[src/rtl/pulse_stretch_pkg.sv]
// ---------------------------------------------------------------------------
// pulse_stretch_pkg
// Shared types and helpers for the multi-channel pulse stretcher.
//   chan_state_t  : per-channel FSM state (IDLE / STRETCH / HOLDOFF)
//   HCNT_W_MIN    : smallest legal hold-off counter width
//   hcnt_width()  : hold-off counter width for a given HOLDOFF length,
//                   clog2-based and never narrower than HCNT_W_MIN
// ---------------------------------------------------------------------------
package pulse_stretch_pkg;

   typedef enum logic [1:0] {
      ST_IDLE    = 2'd0,
      ST_STRETCH = 2'd1,
      ST_HOLDOFF = 2'd2
   } chan_state_t;

   localparam int HCNT_W_MIN = 1;

   // The hold-off counter runs from HOLDOFF-1 down to 0, so clog2(HOLDOFF)
   // bits suffice; HOLDOFF of 0 or 1 still needs a 1-bit counter to exist.
   function automatic int hcnt_width(input int holdoff);
      int w;
      w = $clog2(holdoff);
      return (w < HCNT_W_MIN) ? HCNT_W_MIN : w;
   endfunction

endpackage

[src/rtl/stretch_channel.sv]
// ---------------------------------------------------------------------------
// stretch_channel
// One channel of the pulse stretcher: FSM, length counter, hold-off counter,
// done strobe and sticky dropped flag.
// Parameters:
//   CNT_W   : length counter width (len = 0 means 2^CNT_W cycles)
//   HOLDOFF : forced-low cycles after each pulse (0 = no hold-off window)
// Ports:
//   clk, rst     : clock, asynchronous active-high reset
//   trig         : single-cycle rising-edge indication for this channel
//   len          : pulse length, sampled only at load/reload
//   retrig       : 1 = a trigger during a pulse restarts it, 0 = it is dropped
//   clr_dropped  : synchronous clear of the dropped flag
//   pulse_out    : registered stretched pulse
//   done         : high on the final high cycle of pulse_out
//   dropped      : sticky flag, set when a trigger is ignored
//   active       : channel is not idle
// ---------------------------------------------------------------------------
module stretch_channel
   import pulse_stretch_pkg::*;
#(
   parameter int CNT_W   = 16,
   parameter int HOLDOFF = 0
)(
   input  logic             clk,
   input  logic             rst,
   input  logic             trig,
   input  logic [CNT_W-1:0] len,
   input  logic             retrig,
   input  logic             clr_dropped,
   output logic             pulse_out,
   output logic             done,
   output logic             dropped,
   output logic             active
);

   localparam int HCNT_W = hcnt_width(HOLDOFF);

   chan_state_t      state, state_next;
   logic [CNT_W-1:0]  cnt, cnt_next;
   logic [HCNT_W-1:0] hcnt, hcnt_next;
   logic              drop_evt;
   logic              dropped_next;

   // State and counter registers. pulse_out is registered from the next
   // state so it is glitch-free and drops asynchronously on reset.
   always_ff @(posedge clk or posedge rst) begin
      if (rst) begin
         state     <= ST_IDLE;
         cnt       <= '0;
         hcnt      <= '0;
         pulse_out <= 1'b0;
         dropped   <= 1'b0;
      end else begin
         state     <= state_next;
         cnt       <= cnt_next;
         hcnt      <= hcnt_next;
         pulse_out <= (state_next == ST_STRETCH);
         dropped   <= dropped_next;
      end
   end

   // Next-state logic. cnt holds the number of remaining high cycles minus
   // one, so loading len-1 (wrapping for len = 0) yields exactly len cycles.
   always_comb begin
      state_next = state;
      cnt_next   = cnt;
      hcnt_next  = hcnt;
      drop_evt   = 1'b0;
      case (state)
         ST_IDLE: begin
            if (trig) begin
               state_next = ST_STRETCH;
               cnt_next   = len - CNT_W'(1);
            end
         end
         ST_STRETCH: begin
            if (trig && retrig) begin
               cnt_next = len - CNT_W'(1);
            end else begin
               drop_evt = trig;
               if (cnt == '0) begin
                  if (HOLDOFF > 0) begin
                     state_next = ST_HOLDOFF;
                     hcnt_next  = HCNT_W'(HOLDOFF - 1);
                  end else begin
                     state_next = ST_IDLE;
                  end
               end else begin
                  cnt_next = cnt - CNT_W'(1);
               end
            end
         end
         ST_HOLDOFF: begin
            drop_evt = trig;
            if (hcnt == '0) begin
               state_next = ST_IDLE;
            end else begin
               hcnt_next = hcnt - HCNT_W'(1);
            end
         end
         default: begin
            state_next = ST_IDLE;
         end
      endcase
      // A drop in the same cycle as a clear must leave the flag set.
      if (drop_evt) begin
         dropped_next = 1'b1;
      end else if (clr_dropped) begin
         dropped_next = 1'b0;
      end else begin
         dropped_next = dropped;
      end
   end

   // done depends on the current trigger: a reload on the last cycle
   // extends the pulse, so that cycle is no longer the final one.
   always_comb begin
      done   = (state == ST_STRETCH) && (cnt == '0) && !(trig && retrig);
      active = (state != ST_IDLE);
   end

endmodule

[src/rtl/multi_pulse_stretcher.sv]
// ---------------------------------------------------------------------------
// multi_pulse_stretcher
// Multi-channel runtime-programmable pulse stretcher. Each channel turns a
// rising edge on pulse_in into a pulse of len cycles (0 = 2^CNT_W).
// Optional build macro:
//   PULSE_STRETCH_SYNC_EN : adds a 2-flop synchronizer (reset to 1) on each
//                           pulse_in bit; latencies grow by 2 cycles.
// Parameters: CHANNELS, CNT_W, HOLDOFF
// Ports:
//   clk, rst     : clock, asynchronous active-high reset
//   pulse_in     : trigger inputs, one per channel
//   len          : shared pulse length
//   retrig       : retriggerable (1) / non-retriggerable (0) mode
//   clr_dropped  : clears all dropped flags
//   pulse_out    : stretched pulses (registered)
//   done         : strobe on each channel's last high cycle
//   dropped      : sticky per-channel ignored-trigger flags
//   busy         : any channel not idle
// ---------------------------------------------------------------------------
module multi_pulse_stretcher
   import pulse_stretch_pkg::*;
#(
   parameter int CHANNELS = 4,
   parameter int CNT_W    = 16,
   parameter int HOLDOFF  = 0
)(
   input  logic                clk,
   input  logic                rst,
   input  logic [CHANNELS-1:0] pulse_in,
   input  logic [CNT_W-1:0]    len,
   input  logic                retrig,
   input  logic                clr_dropped,
   output logic [CHANNELS-1:0] pulse_out,
   output logic [CHANNELS-1:0] done,
   output logic [CHANNELS-1:0] dropped,
   output logic                busy
);

   logic [CHANNELS-1:0] pulse_sync;
   logic [CHANNELS-1:0] prev;
   logic [CHANNELS-1:0] trig;
   logic [CHANNELS-1:0] active;

`ifdef PULSE_STRETCH_SYNC_EN
   logic [CHANNELS-1:0] sync_meta;
   logic [CHANNELS-1:0] sync_stable;

   // Synchronizers reset high so an input already high at reset release
   // is not mistaken for a rising edge.
   always_ff @(posedge clk or posedge rst) begin
      if (rst) begin
         sync_meta   <= '1;
         sync_stable <= '1;
      end else begin
         sync_meta   <= pulse_in;
         sync_stable <= sync_meta;
      end
   end

   assign pulse_sync = sync_stable;
`else
   assign pulse_sync = pulse_in;
`endif

   // Edge detector history; resets high for the same reason as above.
   always_ff @(posedge clk or posedge rst) begin
      if (rst) begin
         prev <= '1;
      end else begin
         prev <= pulse_sync;
      end
   end

   assign trig = pulse_sync & ~prev;

   for (genvar i = 0; i < CHANNELS; i++) begin : g_chan
      stretch_channel #(
         .CNT_W   (CNT_W),
         .HOLDOFF (HOLDOFF)
      ) u_chan (
         .clk         (clk),
         .rst         (rst),
         .trig        (trig[i]),
         .len         (len),
         .retrig      (retrig),
         .clr_dropped (clr_dropped),
         .pulse_out   (pulse_out[i]),
         .done        (done[i]),
         .dropped     (dropped[i]),
         .active      (active[i])
      );
   end

   assign busy = |active;

endmodule

[config.mk]
export PLATFORM = sky130hd
export DESIGN_NAME = multi_pulse_stretcher
export DESIGN_NICKNAME = d
export VERILOG_FILES = /design/src/rtl/pulse_stretch_pkg.sv /design/src/rtl/stretch_channel.sv /design/src/rtl/multi_pulse_stretcher.sv
export SDC_FILE = /design/constraint.sdc
export NUM_CORES = 1
export LEC_CHECK = 0
export ABC_AREA = 0
export ABC_CLOCK_PERIOD_IN_PS = 3000
export BUFFER_PORTS_ARGS = -buffer_cell sky130_fd_sc_hd__buf_2
export CAP_MARGIN = 20
export CELL_PAD_IN_SITES_DETAIL_PLACEMENT = 1
export CELL_PAD_IN_SITES_GLOBAL_PLACEMENT = 2
export CORE_ASPECT_RATIO = 1.2
export CORE_UTILIZATION = 37
export CTS_CLUSTER_DIAMETER = 80
export DETAILED_ROUTE_END_ITERATION = 8
export PLACE_DENSITY_LB_ADDON = 0.1
export SYNTH_ARGS = -nofsm -noshare
export SYNTH_HDL_FRONTEND = slang
export SYNTH_SLANG_ARGS = --single-unit
[constraint.sdc]
create_clock -name clk -period 3 [get_ports clk]
set_input_delay 0.3 -clock clk [delete_from_list [all_inputs] [get_ports clk]]
set_output_delay 0.3 -clock clk [all_outputs]
set_load 0.005 [all_outputs]
# After elaboration in Yosys (flattened, before gate mapping)
# Cells that the tools add are included.
# word_totals
regBits	88
latchBits	0
ramBits	0
mem_bits_ro	0
input_bits	24
word_cells	146
mem_count	0
# classes
add_sub_neg	9
n_mul	0
div	0
n_lt_le_gt_ge	0
eq_ne	20
shifts	0
mux	53
n_bitwise	2
n_reduce_logical	41
# op_table
cell	n
2-to-1 mux 16 bit	12
case mux 16 bit (2 select lines)	4
subtractor 16 x 1 -> 16 bit, second input constant	5
zero test 16 bit	4
2-to-1 mux 2 bit	16
case mux 2 bit (3 select lines)	4
nonzero test 2 bit	12
equality test 2 x 1 -> 1 bit, second input constant	8
2-to-1 mux 1 bit	13
logical AND 1 bit	12
!= test 3 bit, second input constant	4
AND reduction 3 bit	4
equality test 2 bit, second input constant	4
zero test 2 bit	4
!= test 2 bit, second input constant	4
case mux 1 bit (2 select lines)	4
bitwise AND 4 bit	1
zero test 1 bit	4
NOT 4 bit	1
OR reduction 4 bit	1
subtractor 1 bit, second input constant	4

# Logic depth before layout (Yosys ltp)
# depth
ltp_word	6
mapped_depth	10
mapped_depth_nobuf	8

# Cells and area by module
# A second synthesis with hierarchy kept.
# unflattened
hier_cells	776
hier_area_um2	6318.6
# modules_own_cells
mod	instances	cells_per_inst	area_each_um2	seq_area_each_um2
stretch_channel (g_chan[0].u_chan ...)	3	190	1534.0	500.5
stretch_channel (g_chan[3].u_chan)	1	196	1575.3	500.5
multi_pulse_stretcher	1	10	141.4	105.1

# Worst setup path after synthesis
# Ideal clock, no wire load.
# synth_path
path_type	register -> register
from	register g_chan[1].u_chan.cnt[0]
to	register g_chan[1].u_chan.cnt[15]
arrival_ps	2038
required_ps	2871
path_slack_ps	833
stages_incl_launch_ff	8
path_buffers	1
cell_sequence	dfrtp_1 -> or4_4 -> or4_1 -> buf_2 -> or2_1 -> nor4_2 -> o21ai_1 -> o2bb2ai_1
# synth_via
elab_chain_cells	4
elab_cells_between_ends	7
# synth_lines
item	line	source
from (decl)	stretch_channel.sv:40	logic [CNT_W-1:0] cnt, cnt_next;
from (signal assigned)	stretch_channel.sv:56	cnt <= cnt_next;
subtractor 16 x 1 -> 16 bit	stretch_channel.sv:90	cnt_next = cnt - CNT_W'(1);
2-to-1 mux 16 bit	stretch_channel.sv:82	if (cnt == '0) begin
2-to-1 mux 16 bit	stretch_channel.sv:78	if (trig && retrig) begin
case mux 16 bit (2 select lines)	stretch_channel.sv:70	case (state)
# Parallel ways exist; a longest one is shown, timed or not. The select of a mux whose other input is x is not followed.
# A chain may end at the register's enable or synchronous reset.

# Final worst setup path
# layout_path
from	register g_chan[2].u_chan.cnt[0]
to	register g_chan[2].u_chan.cnt[5]
# layout_via
elab_chain_cells	4
elab_cells_between_ends	7
# layout_lines
item	line
from (decl)	stretch_channel.sv:40
from (signal assigned)	stretch_channel.sv:56
subtractor 16 x 1 -> 16 bit	stretch_channel.sv:90
2-to-1 mux 16 bit	stretch_channel.sv:82
2-to-1 mux 16 bit	stretch_channel.sv:78
case mux 16 bit (2 select lines)	stretch_channel.sv:70
# Parallel ways exist; a longest one is shown, timed or not. The select of a mux whose other input is x is not followed.

==> results.md <==
- Unrepaired setup endpoints after global routing: no
- Longest Clk Path Bufs: 2
- Final Hold Violating Endpoints: 0
- Fin crit share: 81.5%
- Critical Path Source Type: register
- Synth Register Bits: 84
- WP data arrival: 2.67 ns
- Most common cell after layout, fill and taps aside: a21oi_1
- CTS tree: done
- Vias in the first global route: 5626
- Initial antenna violation count: 1
- Sequential area share after synthesis: 37.0%
- Slew HR: 42.6%
- Final setup vio count: 0
- Die Area: 15900 sq um
- Drt total wl: 19100 um
- Mapped Nets: 754
- EDFF count, synth: 0
- Synth warn: 0
- Clock skew: 0.00504 ns
- First-pass GRT wire length: 30900 um
- # IOs: 37
- Total vias in the final route: 5479
- Antenna Nets Post-Route: 0
- Crit path kind: register to register
- Peak fanout along the critical path: 24
- GRT Util Overall: 25.9%
- Peak VDD IR: 0.307 mV
- Placed cells: 923
- Cell count after synthesis: 705
- Minimum clock period: 2.45 ns
- DR WL/cell: 20.3 um
- Ys async rst share: 100%
- First-iteration detailed-routing DRC count: 251
- DIE WIDTH: 115 um
- Post-CTS sizing: 0
- Status: finished, final reports clean
- Insertion delay to the later sink of the worst-skew pair: 0.35 ns
- Clk root buf: clkbuf_16
- Overflow after GRT: 0
- TNS Setup: 0 ns
- Final Max Tran Viols: 0
- Core footprint: 15000 sq um
- Post-Layout Inst Area: 6360 sq um
- Area grow syn2layout: 11.9%
- Max-cap violations: 0
- CTS buffer count: 9
- CTS sink count: 84
- Pwr/cell area: 981 nW/um^2
- Post-CTS setup buffer count: 0
- # rows: 49
- Unique masters post-synth: 58
- Leak Pwr: 2.54 nW
- DP HPWL: 13700 um
- CP Capture Type: register
- Hold/Removal Path Class: primary input to asynchronous set/reset pin
- Area post-placement: 6090 sq um
- Final core occ: 42.4%
- Fmax: 409 MHz
- Syn avg cell area: 8.07 sq um
- Req. time, crit path: 3.22 ns
- Prevailing post-synth register cell: dfrtp_1
- Most frequent cells in the layout: 83 x a21oi_1, 80 x dfrtp_1, 69 x o21ai_0
- Largest net degree at the start of global routing: 85
- GP Congestion: 0.823
- Slew @ Worst Pin: 0.858 ns
- Post-CTS Hold Buffers: 0
- Clock slew at reported path FFs: 0.06 ns
- Via density: 5.83
- Number of port buffers: 36
- Detailed Routing Iterations Pass 1: 4
- Netlist Area Pre-Place: 5690 sq um
- Die H: 138 um
- Layout cells sized above 1: 12.2%
- Initial Utilization: 37.9%
- Final std cells w/o fill: 940
- Final nets: 779
- H-tree levels: 3
- DRC: 0
[where the power goes]
part           switching [mW]  total [mW]  internal, mW
Sequential              0.612        2.25          1.64
Combinational            1.80        2.93          1.13
Clock                   0.483        1.06         0.579
[final timing paths]
path | from | to | slack (ns) | depth (start not counted)
setup reg to reg | g_chan[2].u_chan.cnt[0] | g_chan[2].u_chan.cnt[5] | 0.55 | 9
setup / recovery | g_chan[2].u_chan.cnt[0] | g_chan[2].u_chan.cnt[5] | 0.55 | 9
hold reg to reg | g_chan[2].u_chan.dropped | g_chan[2].u_chan.dropped | 0.49 | 1
hold / removal | rst | g_chan[2].u_chan.state[0] | 0.04 | 3
max in group asynchronous | rst | prev[1] | 2.56 | 3
min in group clk | pulse_in[0] | prev[0] | 0.05 | 1
[sequential cells by signal (all words and copies together), names as in the netlist]
register	cells
g_chan.u_chan.state	8
g_chan.u_chan.cnt	64
prev	4
g_chan.u_chan.dropped	4
g_chan.u_chan.pulse_out	4
[per-layer routing]
metal	part of all wire, %	GRT usage (%)	routed length (um)
met5	0	0	0
met4	1.9	9.09	361
met3	2.5	3.96	486
met2	50	43.7	9510
met1	46	33.6	8760
[synthesized netlist by cell type (6+ instances only)]
master,count,area share [%]
nand2_1,56,3.7
nor2_1,66,4.4
xnor2_1,10,1.5
a21oi_1,83,7.3
o2bb2ai_1,12,1.8
nor4_1,16,1.8
clkbuf_1,28,1.8
nand2b_1,8,0.88
dfrtp_1,80,35
buf_4,13,1.7
o31ai_1,8,1.1
inv_1,29,1.9
a22o_1,8,1.2
or3_1,8,0.88
nand4_1,15,1.6
nor2b_1,6,0.66
o21ai_0,69,6.1
ha_1,25,5.5
nand3_1,25,2.2
nor3_1,40,3.5
o21a_1,6,0.79
[critical path, stage by stage (launching register included)]
cell     delay (ns)
dfrtp_1        0.48
inv_1          0.18
ha_1           0.18
nor4b_1        0.24
nand4_1        0.22
nor3b_1        0.47
nor3_2         0.10
buf_4          0.23
a21oi_1        0.17
a21oi_1        0.06
[metrics by stage]
step	power, mW	worst slack (ns)	hold slack (ns)
2_1_floorplan	4.28	0.541	0.304
3_3_place_gp	5.04	0.645	0.414
3_5_place_dp	5.19	0.586	0.416
4_1_cts	6.29	0.541	0.0424
5_1_grt	6.80	0.331	0.0445
6_report	6.25	0.554	0.0430
[cell families after synthesis]
logic type / count (synthesis) / share of synthesized area (%)
and+or+nand+nor: 278 / 25.1
AOI/OAI and AO/OA: 229 / 24.3
DFF: 84 / 37.0
buffers and inverters: 75 / 5.96
adders and majority gates: 25 / 5.50
xor gates and xnor gates: 14 / 2.16
[layout make-up]
class | instances | area [sq um]
repair buffers | 60 | 373
diodes | 1 | 2.50
well taps | 204 | 255
clock buffers | 11 | 243
fillers | 1836 | 8660
clock inverters | 5 | 27.5
multi-input cells | 546 | 3250
inverters | 29 | 110
flip-flops and latches | 84 | 2110
Power figures use the tool's default switching activity.
